--- config.mk ---
export PLATFORM = sky130hd
export DESIGN_NAME = disp_scan_ctrl
export DESIGN_NICKNAME = d
export VERILOG_FILES = /design/src/rtl/disp_pkg.sv /design/src/rtl/disp_slot_timer.sv /design/src/rtl/disp_scan_ctrl.sv
export SDC_FILE = /design/constraint.sdc
export NUM_CORES = 1
export LEC_CHECK = 0
export BUFFER_PORTS_ARGS = -buffer_cell sky130_fd_sc_hd__buf_4
export CAP_MARGIN = 20
export CORE_UTILIZATION = 40
export DETAILED_ROUTE_END_ITERATION = 8
export GPL_ROUTABILITY_DRIVEN = 0
export GPL_TIMING_DRIVEN = 0
export MAX_ROUTING_LAYER = met4
export PLACE_DENSITY = 0.69
export SLEW_MARGIN = 15
export SYNTH_ARGS = -nofsm -noshare
export SYNTH_HDL_FRONTEND = slang
export SYNTH_SLANG_ARGS = --single-unit
--- constraint.sdc ---
create_clock -name clk_e -period 2.13 [get_ports clk_e]
set_input_delay 0.3195 -clock clk_e [delete_from_list [all_inputs] [get_ports clk_e]]
set_output_delay 0.3195 -clock clk_e [all_outputs]
set_load 0.005 [all_outputs]
--- src/rtl/disp_pkg.sv ---
// Shared types and constants for the 4-digit multiplexed display scanner.
// Anode patterns are active-low; digit 0 is the rightmost position.
package disp_pkg;

    localparam int DIG_W = 2;

    typedef enum logic {
        GUARD = 1'b0,
        SHOW  = 1'b1
    } state_t;

    localparam logic [3:0] AN_OFF  = 4'b1111;
    localparam logic [3:0] AN_DIG0 = 4'b1110;
    localparam logic [3:0] AN_DIG1 = 4'b1101;
    localparam logic [3:0] AN_DIG2 = 4'b1011;
    localparam logic [3:0] AN_DIG3 = 4'b0111;

    function automatic logic [3:0] an_pattern(input logic [DIG_W-1:0] dig);
        logic [3:0] pat;
        case (dig)
            2'd0:    pat = AN_DIG0;
            2'd1:    pat = AN_DIG1;
            2'd2:    pat = AN_DIG2;
            2'd3:    pat = AN_DIG3;
            default: pat = AN_OFF;
        endcase
        return pat;
    endfunction

    // A digit is a leading zero when it and every more-significant nibble are zero.
    function automatic logic lz_blank(input logic [15:0] val, input logic [DIG_W-1:0] dig);
        logic blank;
        case (dig)
            2'd1:    blank = (val[15:4]  == 12'h000);
            2'd2:    blank = (val[15:8]  == 8'h00);
            2'd3:    blank = (val[15:12] == 4'h0);
            default: blank = 1'b0;
        endcase
        return blank;
    endfunction

endpackage

--- src/rtl/disp_slot_timer.sv ---
// Slot counter 0..DIV-1 with digit index advancing on wrap; en_i low freezes both.
// Latency: wrap_o/guard_end_o are combinational decodes of the held count; no backpressure.
module disp_slot_timer
    import disp_pkg::*;
#(
    parameter int DIV  = 50000,
    parameter int DEAD = 500
) (
    input  logic             clk_i,
    input  logic             rst_i,
    input  logic             en_i,
    output logic             wrap_o,
    output logic             guard_end_o,
    output logic [DIG_W-1:0] digit_o
);

    localparam int CNT_W = (DIV > 1) ? $clog2(DIV) : 1;
    localparam logic [CNT_W-1:0] CNT_LAST = CNT_W'(DIV - 1);
    localparam logic [CNT_W-1:0] CNT_GEND = CNT_W'(DEAD - 1);

    logic [CNT_W-1:0] cnt_q, cnt_d;
    logic [DIG_W-1:0] dig_q, dig_d;

    assign wrap_o      = en_i && (cnt_q == CNT_LAST);
    assign guard_end_o = en_i && (cnt_q == CNT_GEND);
    assign digit_o     = dig_q;

    always_comb begin
        cnt_d = cnt_q;
        dig_d = dig_q;
        if (wrap_o) begin
            cnt_d = '0;
            dig_d = dig_q + DIG_W'(1);
        end else if (en_i) begin
            cnt_d = cnt_q + CNT_W'(1);
        end
    end

    always_ff @(posedge clk_i) begin
        if (rst_i) begin
            cnt_q <= '0;
            dig_q <= '0;
        end else begin
            cnt_q <= cnt_d;
            dig_q <= dig_d;
        end
    end

endmodule

--- src/rtl/disp_scan_ctrl.sv ---
// Multiplexed 4-digit BCD scanner with per-slot anode guard, leading-zero blanking and a
// one-deep update buffer committed only at frame end. an/bcd lag state by one cycle.
module disp_scan_ctrl
    import disp_pkg::*;
#(
    parameter int DIV  = 50000,
    parameter int DEAD = 500
) (
    input  logic        clk_e,
    input  logic        rst,
    input  logic        en,
    input  logic        lzs,
    input  logic        upd_valid,
    input  logic [15:0] upd_data,
    output logic        upd_ready,
    output logic [3:0]  an,
    output logic [3:0]  bcd,
    output logic        frame_done
);

    logic             wrap;
    logic             guard_end;
    logic [DIG_W-1:0] digit;
    logic             frame_end;
    logic             xfer;
    logic [3:0]       cur_nib;

    state_t      state_q;
    logic [3:0]  an_q;
    logic [3:0]  bcd_q;
    logic        pend_vld_q;
    logic [15:0] pend_q;
    logic [15:0] disp_q;

    disp_slot_timer #(
        .DIV  (DIV),
        .DEAD (DEAD)
    ) u_timer (
        .clk_i       (clk_e),
        .rst_i       (rst),
        .en_i        (en),
        .wrap_o      (wrap),
        .guard_end_o (guard_end),
        .digit_o     (digit)
    );

    assign frame_end = wrap && (digit == DIG_W'(3));
    assign xfer      = upd_valid && !pend_vld_q;
    assign cur_nib   = disp_q[{digit, 2'b00} +: 4];

    assign frame_done = frame_end && !rst;
    assign upd_ready  = !pend_vld_q;
    assign an         = an_q;
    assign bcd        = bcd_q;

    always_ff @(posedge clk_e) begin
        if (rst) begin
            state_q <= GUARD;
            an_q    <= AN_OFF;
            bcd_q   <= 4'h0;
        end else begin
            case (state_q)
                GUARD:   if (guard_end) state_q <= SHOW;
                SHOW:    if (wrap)      state_q <= GUARD;
                default:                state_q <= GUARD;
            endcase
            // bcd keeps its last value through the guard and while scanning is paused.
            if (en && state_q == SHOW) begin
                bcd_q <= cur_nib;
                an_q  <= (lzs && lz_blank(disp_q, digit)) ? AN_OFF : an_pattern(digit);
            end else begin
                an_q  <= AN_OFF;
            end
        end
    end

    // Pending is only drained at the digit-3 wrap so a frame never mixes two values.
    always_ff @(posedge clk_e) begin
        if (rst) begin
            pend_vld_q <= 1'b0;
            pend_q     <= 16'h0000;
            disp_q     <= 16'h0000;
        end else if (xfer) begin
            pend_q     <= upd_data;
            pend_vld_q <= 1'b1;
        end else if (frame_end && pend_vld_q) begin
            disp_q     <= pend_q;
            pend_vld_q <= 1'b0;
        end
    end

endmodule

# ---- Yosys cells after proc, flatten, opt, wreduce, memory -nomap -nowiden
# Index checks and enable logic that the tools add are counted.
dict set report totals {
  ff_bits 60
  wordCells 46
  in_bits 21
}
dict set report classes {
  n_eq_ne 5
  shifts 1
  add_sub_neg 2
  n_reduce_logical 18
  bitwise 3
  muxes 9
}
# op count
set op_table {}
lappend op_table {{$add A16 B1 Y16 const B} 1}
lappend op_table {{$eq A16 B16 Y1 const B} 1}
lappend op_table {{$eq A16 B9 Y1 const B} 1}
lappend op_table {{$pmux W4 S4} 1}
lappend op_table {{$shiftx A16 B5 Y4} 1}
lappend op_table {{$logic_not A12 Y1} 1}
lappend op_table {{$logic_and A1 B1 Y1} 8}
lappend op_table {{$logic_not A8 Y1} 1}
lappend op_table {{$mux W1} 6}
lappend op_table {{$eq A2 B2 Y1 const B} 2}
lappend op_table {{$logic_not A4 Y1} 1}
lappend op_table {{$not A1 Y1} 3}
lappend op_table {{$pmux W1 S3} 1}
lappend op_table {{$reduce_or A3 Y1} 1}
lappend op_table {{$add A2 B1 Y2 const B} 1}
lappend op_table {{$eq A2 B1 Y1 const B} 1}
lappend op_table {{$logic_not A1 Y1} 2}
lappend op_table {{$logic_not A2 Y1} 1}
lappend op_table {{$pmux W1 S2} 1}
lappend op_table {{$reduce_and A2 Y1} 1}
lappend op_table {{$reduce_bool A2 Y1} 1}
lappend op_table {{$reduce_or A2 Y1} 1}

# ---- Depth between registers and ports, before layout
# Gate-level depths: netlist of run 1.
dict set report depth {
  depth_word 6
  ltp_mapped 8
}

# ---- By module
# A second synthesis of run 1 with hierarchy kept.
dict set report hier_totals {
  cells_unflattened 288
  area_unflattened_um2 2586.2
}
# module instances cells_per_inst area_each_um2
set by_module_without_submodules {}
lappend by_module_without_submodules {disp_scan_ctrl 1 192 1681.6}
lappend by_module_without_submodules {disp_slot_timer 1 96 904.6}

# ---- Least setup slack after synthesis of run 1
# OpenSTA, ideal clock, no wires.
dict set report synth_timing {
  path_kind {reg-to-reg}
  startpoint {register u_timer.cnt_q[0]}
  endpoint {register disp_q[10]}
  stages_incl_launch_ff 9
  arrival_time_ns 1.730
  required_time_ns 2.058
  setup_ns 0.072
  setup_slack_ns 0.328
  n_path_buf 3
  path_cell_list {dfxtp_1 ha_1 and4_2 and4_1 buf_2 and3_1 buf_6 buf_6 mux2i_1}
}
dict set report synth_between {
  elab_chain_len 5
}
# item line_no
set synth_rtl {}
lappend synth_rtl {{from (decl)} disp_slot_timer.sv:21} ;# logic [CNT_W-1:0] cnt_q, cnt_d;
lappend synth_rtl {{from (signal assigned)} disp_slot_timer.sv:44} ;# cnt_q <= cnt_d;
lappend synth_rtl {{$eq A16 B16 Y1} disp_slot_timer.sv:24} ;# assign wrap_o = en_i && (cnt_q == CNT_LAST);
lappend synth_rtl {{$logic_and A1 B1 Y1} disp_slot_timer.sv:24}
lappend synth_rtl {{$logic_and A1 B1 Y1} disp_scan_ctrl.sv:47} ;# assign frame_end = wrap && (digit == DIG_W'(3));
lappend synth_rtl {{$logic_and A1 B1 Y1} disp_scan_ctrl.sv:86} ;# end else if (frame_end && pend_vld_q) begin
lappend synth_rtl {{$reduce_and A2 Y1 (no source line)} -}
lappend synth_rtl {{to (signal assigned)} disp_scan_ctrl.sv:87} ;# disp_q <= pend_q;
lappend synth_rtl {{to (decl)} disp_scan_ctrl.sv:33} ;# logic [15:0] disp_q;
# Every way passes these cells.
# A chain may end at the register's enable or synchronous reset.

# ---- Final worst setup path of run 1
dict set report layout_timing {
  startpoint {register u_timer.cnt_q[0]}
  endpoint {output frame_done}
}
dict set report layout_between {
  elab_chain_len 4
}
# item line_no
set layout_rtl {}
lappend layout_rtl {{$eq A16 B16 Y1} disp_slot_timer.sv:24}
lappend layout_rtl {{$logic_and A1 B1 Y1} disp_slot_timer.sv:24}
lappend layout_rtl {{$logic_and A1 B1 Y1} disp_scan_ctrl.sv:47}
lappend layout_rtl {{$logic_and A1 B1 Y1} disp_scan_ctrl.sv:51} ;# assign frame_done = frame_end && !rst;
lappend layout_rtl {{to (decl)} disp_scan_ctrl.sv:18} ;# output logic frame_done
# Every way passes these cells.

==> results.sh, run 1 <==
export IMPL_fin_cells=417
export IMPL_htreeDepth=3
export IMPL_drt_initial_drc_count=95
export IMPL_critPathLaunchType="flop"
export IMPL_synth_top_cell_area_share_pct=44.78
export IMPL_gr_total_overflow=0
export IMPL_r2r_slack_ns=0.24
export IMPL_finClkSkew_ns=0.008911
export IMPL_drc=4
export IMPL_root_buffer="clkbuf_8"
export IMPL_maxSlewViolCount=0
export IMPL_place_area_mm2=0.003004
export IMPL_synthToLayoutAreaGrowth_pct=20.71
export IMPL_vias=2080
export IMPL_path_class="reg -> out"
export IMPL_cts_buffers=9
export IMPL_synth_edf_count=0
export IMPL_pre_cts_slack_ns=0.08578
export IMPL_ir_drop_mv=0.3613
export IMPL_status="finished, violations left"
export IMPL_synth_largest_area_cell="dfxtp_1"
export IMPL_insertedDiodeCount=0
export IMPL_firstDrtPassIters=6
export IMPL_crit_arrival_ns=1.75
export IMPL_wl_per_cell_um=12.46
export IMPL_critPathSlowestCell="dfxtp_4"
export IMPL_finalHoldViolations=0
export IMPL_period_share_pct=97.15
export IMPL_power_frac_seq_pct=49.9
export IMPL_path_clk_slew_ns=0.06
export IMPL_syn_inst=296
export IMPL_pwr_share_comb_pct=5.2
export IMPL_wirelength_um=5194
export IMPL_setup_viol=0
export IMPL_cp_cell_sequence="ha_4, and4_2, and4_1, buf_4, nor3b_2, buf_4"
export IMPL_routed_via_density=4.988
export IMPL_hold_class="in -> reg"
export IMPL_seq_area_frac_synth_pct=44.78
export IMPL_synth_nets=324
export IMPL_fin_nets=364
export IMPL_synth_area_leaders="dfxtp_1 (45%), nand2b_1 (7.7%), mux2i_1 (6.7%), nand2_1 (6.0%), a21oi_1 (3.9%)"
export IMPL_synth_area_per_cell_um2=9.063
export IMPL_worst_pin_slew_ns=0.5059
export IMPL_final_layout_size_suffix_gt1_share_pct=18.24
export IMPL_ys_ff_latch=60
export IMPL_maxSlewHeadroom_pct=66.27
export IMPL_critPathMaxStageDelay_ns=0.36
export IMPL_internal_power_uw=1838
export IMPL_core_rowCount=29
export IMPL_rsz0062_at_grt="no"
export IMPL_core_mm2=0.006422
export IMPL_clkSinkCount=60
export IMPL_p_leak_uw=0.001139
export IMPL_ctsHoldBuffers=0
export IMPL_hpwl_um=3778
export IMPL_fp_dieW_um=83.89
export IMPL_drv_cap=0
export IMPL_start_util_pct=41.77
export IMPL_antenna_found_initial=0
export IMPL_boundaryPins=31
export IMPL_final_area_mm2=0.003238
export IMPL_cp_data_required_time_ns=1.81
export IMPL_grt_pass1_wl_um=8742
export IMPL_placed_cells=403
export IMPL_crit_top_cell="buf_4"
export IMPL_ant_nets=0
export IMPL_post_cts_buffers=0
export IMPL_cts_tree="yes"
export IMPL_dieArea_mm2=0.007038
export IMPL_clkLatencyLatePin_ns=0.33
export IMPL_power_density_mw_per_mm2=718.4
export IMPL_switchingPower_uw=488.3
export IMPL_async_reset_ff_share_pct=0
export IMPL_finalSetupTns_ns=0
export IMPL_clock_fmax_ghz=0.4833
export IMPL_pwr_share_clk_pct=44.8
export IMPL_p_total_uw=2326
export IMPL_first_global_vias=1964
export IMPL_ys_warn_count=0
export IMPL_cts_max_path_buffers=2
export IMPL_netlist_area_mm2=0.002683
export IMPL_endpoint_kind="primary output"
export IMPL_portBuffers=30
export IMPL_final_setup_worst_slack_ns=0.06073
export IMPL_grt_max_degree=11
export IMPL_die_y_um=83.89
export IMPL_synthFlopType="dfxtp_1"
export IMPL_grt_use_total_pct=16.48
export IMPL_crit_path_max_fanout=5
export IMPL_violations="DRC"
export IMPL_yosysUniqueCellTypes=37
export IMPL_switching_share_pct=20.99
export IMPL_period_needed_ns=2.069
==> synth_stat cells (2+ instances only) <==
| master | number |
|---|---|
| nor3_1 | 6 |
| xnor2_1 | 12 |
| nor2b_1 | 2 |
| a21oi_1 | 21 |
| nor2_1 | 20 |
| nor4_1 | 9 |
| nand3_1 | 10 |
| buf_1 | 3 |
| nand4_1 | 5 |
| inv_1 | 7 |
| xor2_1 | 3 |
| buf_2 | 3 |
| nand2b_1 | 33 |
| nand2_1 | 43 |
| o21ai_0 | 2 |
| buf_6 | 2 |
| mux4_2 | 4 |
| mux2i_1 | 18 |
| dfxtp_1 | 60 |
| clkbuf_1 | 10 |
| ha_1 | 7 |
==> cell type report <==
cell class | count | area (um2)
Timing Repair Buffer | 30 | 225.2
Sequential cell | 60 | 1210
Fill cell | 602 | 3184
Buffer | 17 | 85.08
Clock inverter | 1 | 30.03
Clock buffer | 14 | 172.7
Tap cell | 77 | 96.34
Multi-Input combinational cell | 211 | 1393
Inverter | 7 | 26.28
==> worst max-delay path: cells and delay by family (launching register included) <==
family                   cells  cell delay, ns
adder cells (fa/ha/maj)      1            0.17
buffers and inverters        2            0.31
flip-flops                   1            0.36
AND/OR/NAND/NOR              3            0.59
==> sequential cells by signal, indices dropped and copies added (netlist names) <==
| register | flops |
|---|---|
| bcd | 4 |
| disp_q | 16 |
| u_timer.cnt_q | 16 |
| pend_vld_q | 1 |
| pend_q | 16 |
| state_q | 1 |
| u_timer.digit_o | 2 |
| an | 4 |
==> timing repair <==
action / CTS / global route
pin swaps: 0 / 1
gates resized for setup: 7 / 3
setup endpoints to repair: 1 / 1
==> logic make-up after synthesis <==
| family | synth area share [%] |
|---|---|
| simple gates | 27.71 |
| flops | 44.78 |
| compound gates | 5.084 |
| buf+inv | 4.198 |
| mux | 10.07 |
| xor+xnor | 4.898 |
| fa+ha+maj | 3.265 |
==> power by group through the flow <==
stage / clock network (uW) / registers, uW / logic, uW
floorplan: 0 / 1180 / 72.1
global placement: 0 / 1180 / 121
detailed placement: 0 / 1180 / 123
CTS: 1060 / 1160 / 124
global route: 1120 / 1160 / 139
finish: 1040 / 1160 / 122
==> placed cells by master, fill, tap and decap left out, types with 7 or more instances in the layout <==
master and instances:
a21oi_1 21, buf_4 31, clkbuf_1 11, clkbuf_8 12
dfxtp_1 57, inv_1 7, mux2i_1 18, nand2_1 43
nand2b_1 33, nand3_1 10, nor2_1 20, nor4_1 8
xnor2_1 12
==> routing by layer <==
| layer | share of wire [%] | vias to the layer above | wire [um] | GRT usage, % |
|---|---|---|---|---|
| met5 | 0 | - | 0 | - |
| met4 | 1.4 | 0 | 72 | 6.426 |
| met3 | 4.6 | 10 | 239 | 6.429 |
| met2 | 45 | 41 | 2355 | 24.37 |
| met1 | 49 | 953 | 2526 | 20.16 |
| li1 | - | 1076 | - | - |
==> worst paths after layout <==
kind / from / endpoint / cells past startpoint
setup reg to reg: u_timer.cnt_q[0]$_SDFFE_PP0P_ / disp_q[10]$_SDFFE_PP0P_ / 8
hold / removal: upd_data[1] / pend_q[1]$_SDFFE_PP0P_ / 3
hold reg to reg: pend_q[7]$_SDFFE_PP0P_ / pend_q[7]$_SDFFE_PP0P_ / 2
setup / recovery: u_timer.cnt_q[0]$_SDFFE_PP0P_ / frame_done / 6
==> through the flow <==
step,hold slack (ns),util (%)
after detailed placement,0.4499,46.78
after floorplan,0.4368,-
after CTS,0.2186,50.32
after global routing,0.2156,50.42
final,0.2301,50.42
after global placement,0.4448,46.78
(Power assumes the default switching activity.)
==> run 2: changes to the inputs <==
--- a/config.mk
+++ b/config.mk
@@ -8,6 +8,7 @@
 export BUFFER_PORTS_ARGS = -buffer_cell sky130_fd_sc_hd__buf_4
 export CAP_MARGIN = 20
 export CORE_UTILIZATION = 40
+export CTS_BUF_LIST = sky130_fd_sc_hd__clkbuf_4
 export DETAILED_ROUTE_END_ITERATION = 8
 export GPL_ROUTABILITY_DRIVEN = 0
 export GPL_TIMING_DRIVEN = 0
==> results.sh, run 2 (synthesis gave the netlist of run 1 again) <==
export IMPL_start_util_pct=41.77
export IMPL_status="finished, violations left"
export IMPL_ctsHoldBuffers=0
export IMPL_wirelength_um=5375
export IMPL_cts_buffers=9
export IMPL_power_frac_seq_pct=56.7
export IMPL_period_share_pct=96.39
export IMPL_maxSlewViolCount=0
export IMPL_path_class="reg -> out"
export IMPL_switchingPower_uw=463.7
export IMPL_drt_initial_drc_count=84
export IMPL_hold_class="in -> reg"
export IMPL_maxSlewHeadroom_pct=65.88
export IMPL_reg_top3="disp_q: 16 flops, pend_q: 16 flops, u_timer.cnt_q: 16 flops"
export IMPL_worst_pin_slew_ns=0.5118
export IMPL_drv_cap=0
export IMPL_synthToLayoutAreaGrowth_pct=19.45
export IMPL_clock_fmax_ghz=0.4871
export IMPL_insertedDiodeCount=0
export IMPL_cp_data_required_time_ns=1.81
export IMPL_antenna_found_initial=0
export IMPL_internal_power_uw=1577
export IMPL_drc=3
export IMPL_crit_arrival_ns=1.73
export IMPL_r2r_slack_ns=0.17
export IMPL_rsz0062_at_grt="no"
export IMPL_cts_max_path_buffers=2
export IMPL_core_rowCount=29
export IMPL_critPathLaunchType="flop"
export IMPL_dieArea_mm2=0.007038
export IMPL_finalHoldViolations=0
export IMPL_portBuffers=30
export IMPL_gr_total_overflow=0
export IMPL_violations="DRC"
export IMPL_final_cell_mix="dfxtp_1 (54), nand2_1 (43), buf_4 (34)"
export IMPL_ant_nets=0
export IMPL_clkLatencyLatePin_ns=0.41
export IMPL_grt_max_degree=11
export IMPL_grt_pass1_wl_um=8949
export IMPL_path_clk_slew_ns=0.09
export IMPL_final_layout_size_suffix_gt1_share_pct=19.77
export IMPL_clkSinkCount=60
export IMPL_setup_viol=0
export IMPL_pwr_share_clk_pct=36.9
export IMPL_endpoint_kind="primary output"
export IMPL_grt_use_total_pct=16.92
export IMPL_firstDrtPassIters=6
export IMPL_first_global_vias=1995
export IMPL_routed_via_density=5.024
export IMPL_p_leak_uw=0.001134
export IMPL_fp_dieW_um=83.89
export IMPL_mostFrequentLayoutCell="dfxtp_1"
export IMPL_core_mm2=0.006422
export IMPL_finalSetupTns_ns=0
export IMPL_boundaryPins=31
export IMPL_crit_path_max_fanout=5
export IMPL_ir_drop_mv=0.3560
export IMPL_root_buffer="clkbuf_4"
export IMPL_placed_cells=403
export IMPL_htreeDepth=3
export IMPL_die_y_um=83.89
export IMPL_switching_share_pct=22.73
export IMPL_period_needed_ns=2.053
export IMPL_hpwl_um=3778
export IMPL_cts_tree="yes"
export IMPL_fin_nets=368
export IMPL_finClkSkew_ns=0.01404
export IMPL_power_density_mw_per_mm2=636.7
export IMPL_fin_cells=421
export IMPL_vias=2115
export IMPL_pwr_share_comb_pct=6.4
export IMPL_wl_per_cell_um=12.77
[run 2: cell types whose count changed in the layout (fill, tap and decap cells not counted), sizes merged]
cell | previous run | this run
buf | 38 | 42
clkbuf | 23 | 20
clkinv | 0 | 3
[run 2: layout make-up]
class                           instances  area (um2)
Sequential cell                        60        1211
Inverter                                7       26.28
Clock buffer                           11       82.58
Tap cell                               77       96.34
Multi-Input combinational cell        211        1403
Buffer                                 17       88.84
Clock inverter                          4       41.29
Fill cell                             604        3218
Timing Repair Buffer                   34       255.2
[run 2: metal layers]
layer	wire, um	vias up	part of all wire [%]	GRT usage [%]
met5	0	-	0	-
met4	89	0	1.7	7.837
met3	242	9	4.5	5.539
met2	2484	43	46	25.93
met1	2559	976	48	20.14
li1	-	1087	-	-
[run 2: critical path: stages (launching register included)]
cell and delay, ns:
dfxtp_1 0.47, and4_4 0.27, and4_1 0.20, buf_6 0.11, nor3b_2 0.15, buf_4 0.13
[run 2: path summary, 6_finish.rpt]
kind                                      start                      end  depth (start not counted)
hold reg to reg          pend_q[7]$_SDFFE_PP0P_   pend_q[7]$_SDFFE_PP0P_                          2
setup / recovery  u_timer.cnt_q[2]$_SDFFE_PP0P_               frame_done                          5
setup reg to reg  u_timer.cnt_q[2]$_SDFFE_PP0P_  disp_q[11]$_SDFFE_PP0P_                          8
hold / removal                      upd_data[6]   pend_q[6]$_SDFFE_PP0P_                          3
[run 2: power by group through the flow]
stage                     sequential, uW  clock [uW]  combinational [uW]
after global placement              1180           0                 121
final                               1160         752                 131
after CTS                           1160         772                 132
after floorplan                     1180           0                72.1
after detailed placement            1180           0                 123
after global routing                1160         815                 148
[run 2: repair_timing]
| item | CTS | global route |
|---|---|---|
| buffers inserted | 4 | 0 |
| endpoints found under the setup margin | 1 | 2 |
| gates resized for setup | 8 | 7 |
| pin swaps | 2 | 2 |
| hold endpoints to repair | 0 | 0 |
[run 2: through the flow]
| step | area (um2) | hold slack [ns] | total power, uW | util, % | setup slack [ns] |
|---|---|---|---|---|---|
| 2_1_floorplan | 2683 | 0.4368 | 1253 | - | 0.3284 |
| 3_3_place_gp | 3004 | 0.4448 | 1304 | 46.78 | 0.1381 |
| 3_5_place_dp | 3004 | 0.4499 | 1307 | 46.78 | 0.08578 |
| 4_1_cts | 3187 | 0.1322 | 2063 | 49.62 | 0.02115 |
| 5_1_grt | 3204 | 0.1273 | 2124 | 49.89 | 0.006636 |
| 6_report | 3204 | 0.1550 | 2040 | 49.89 | 0.07683 |
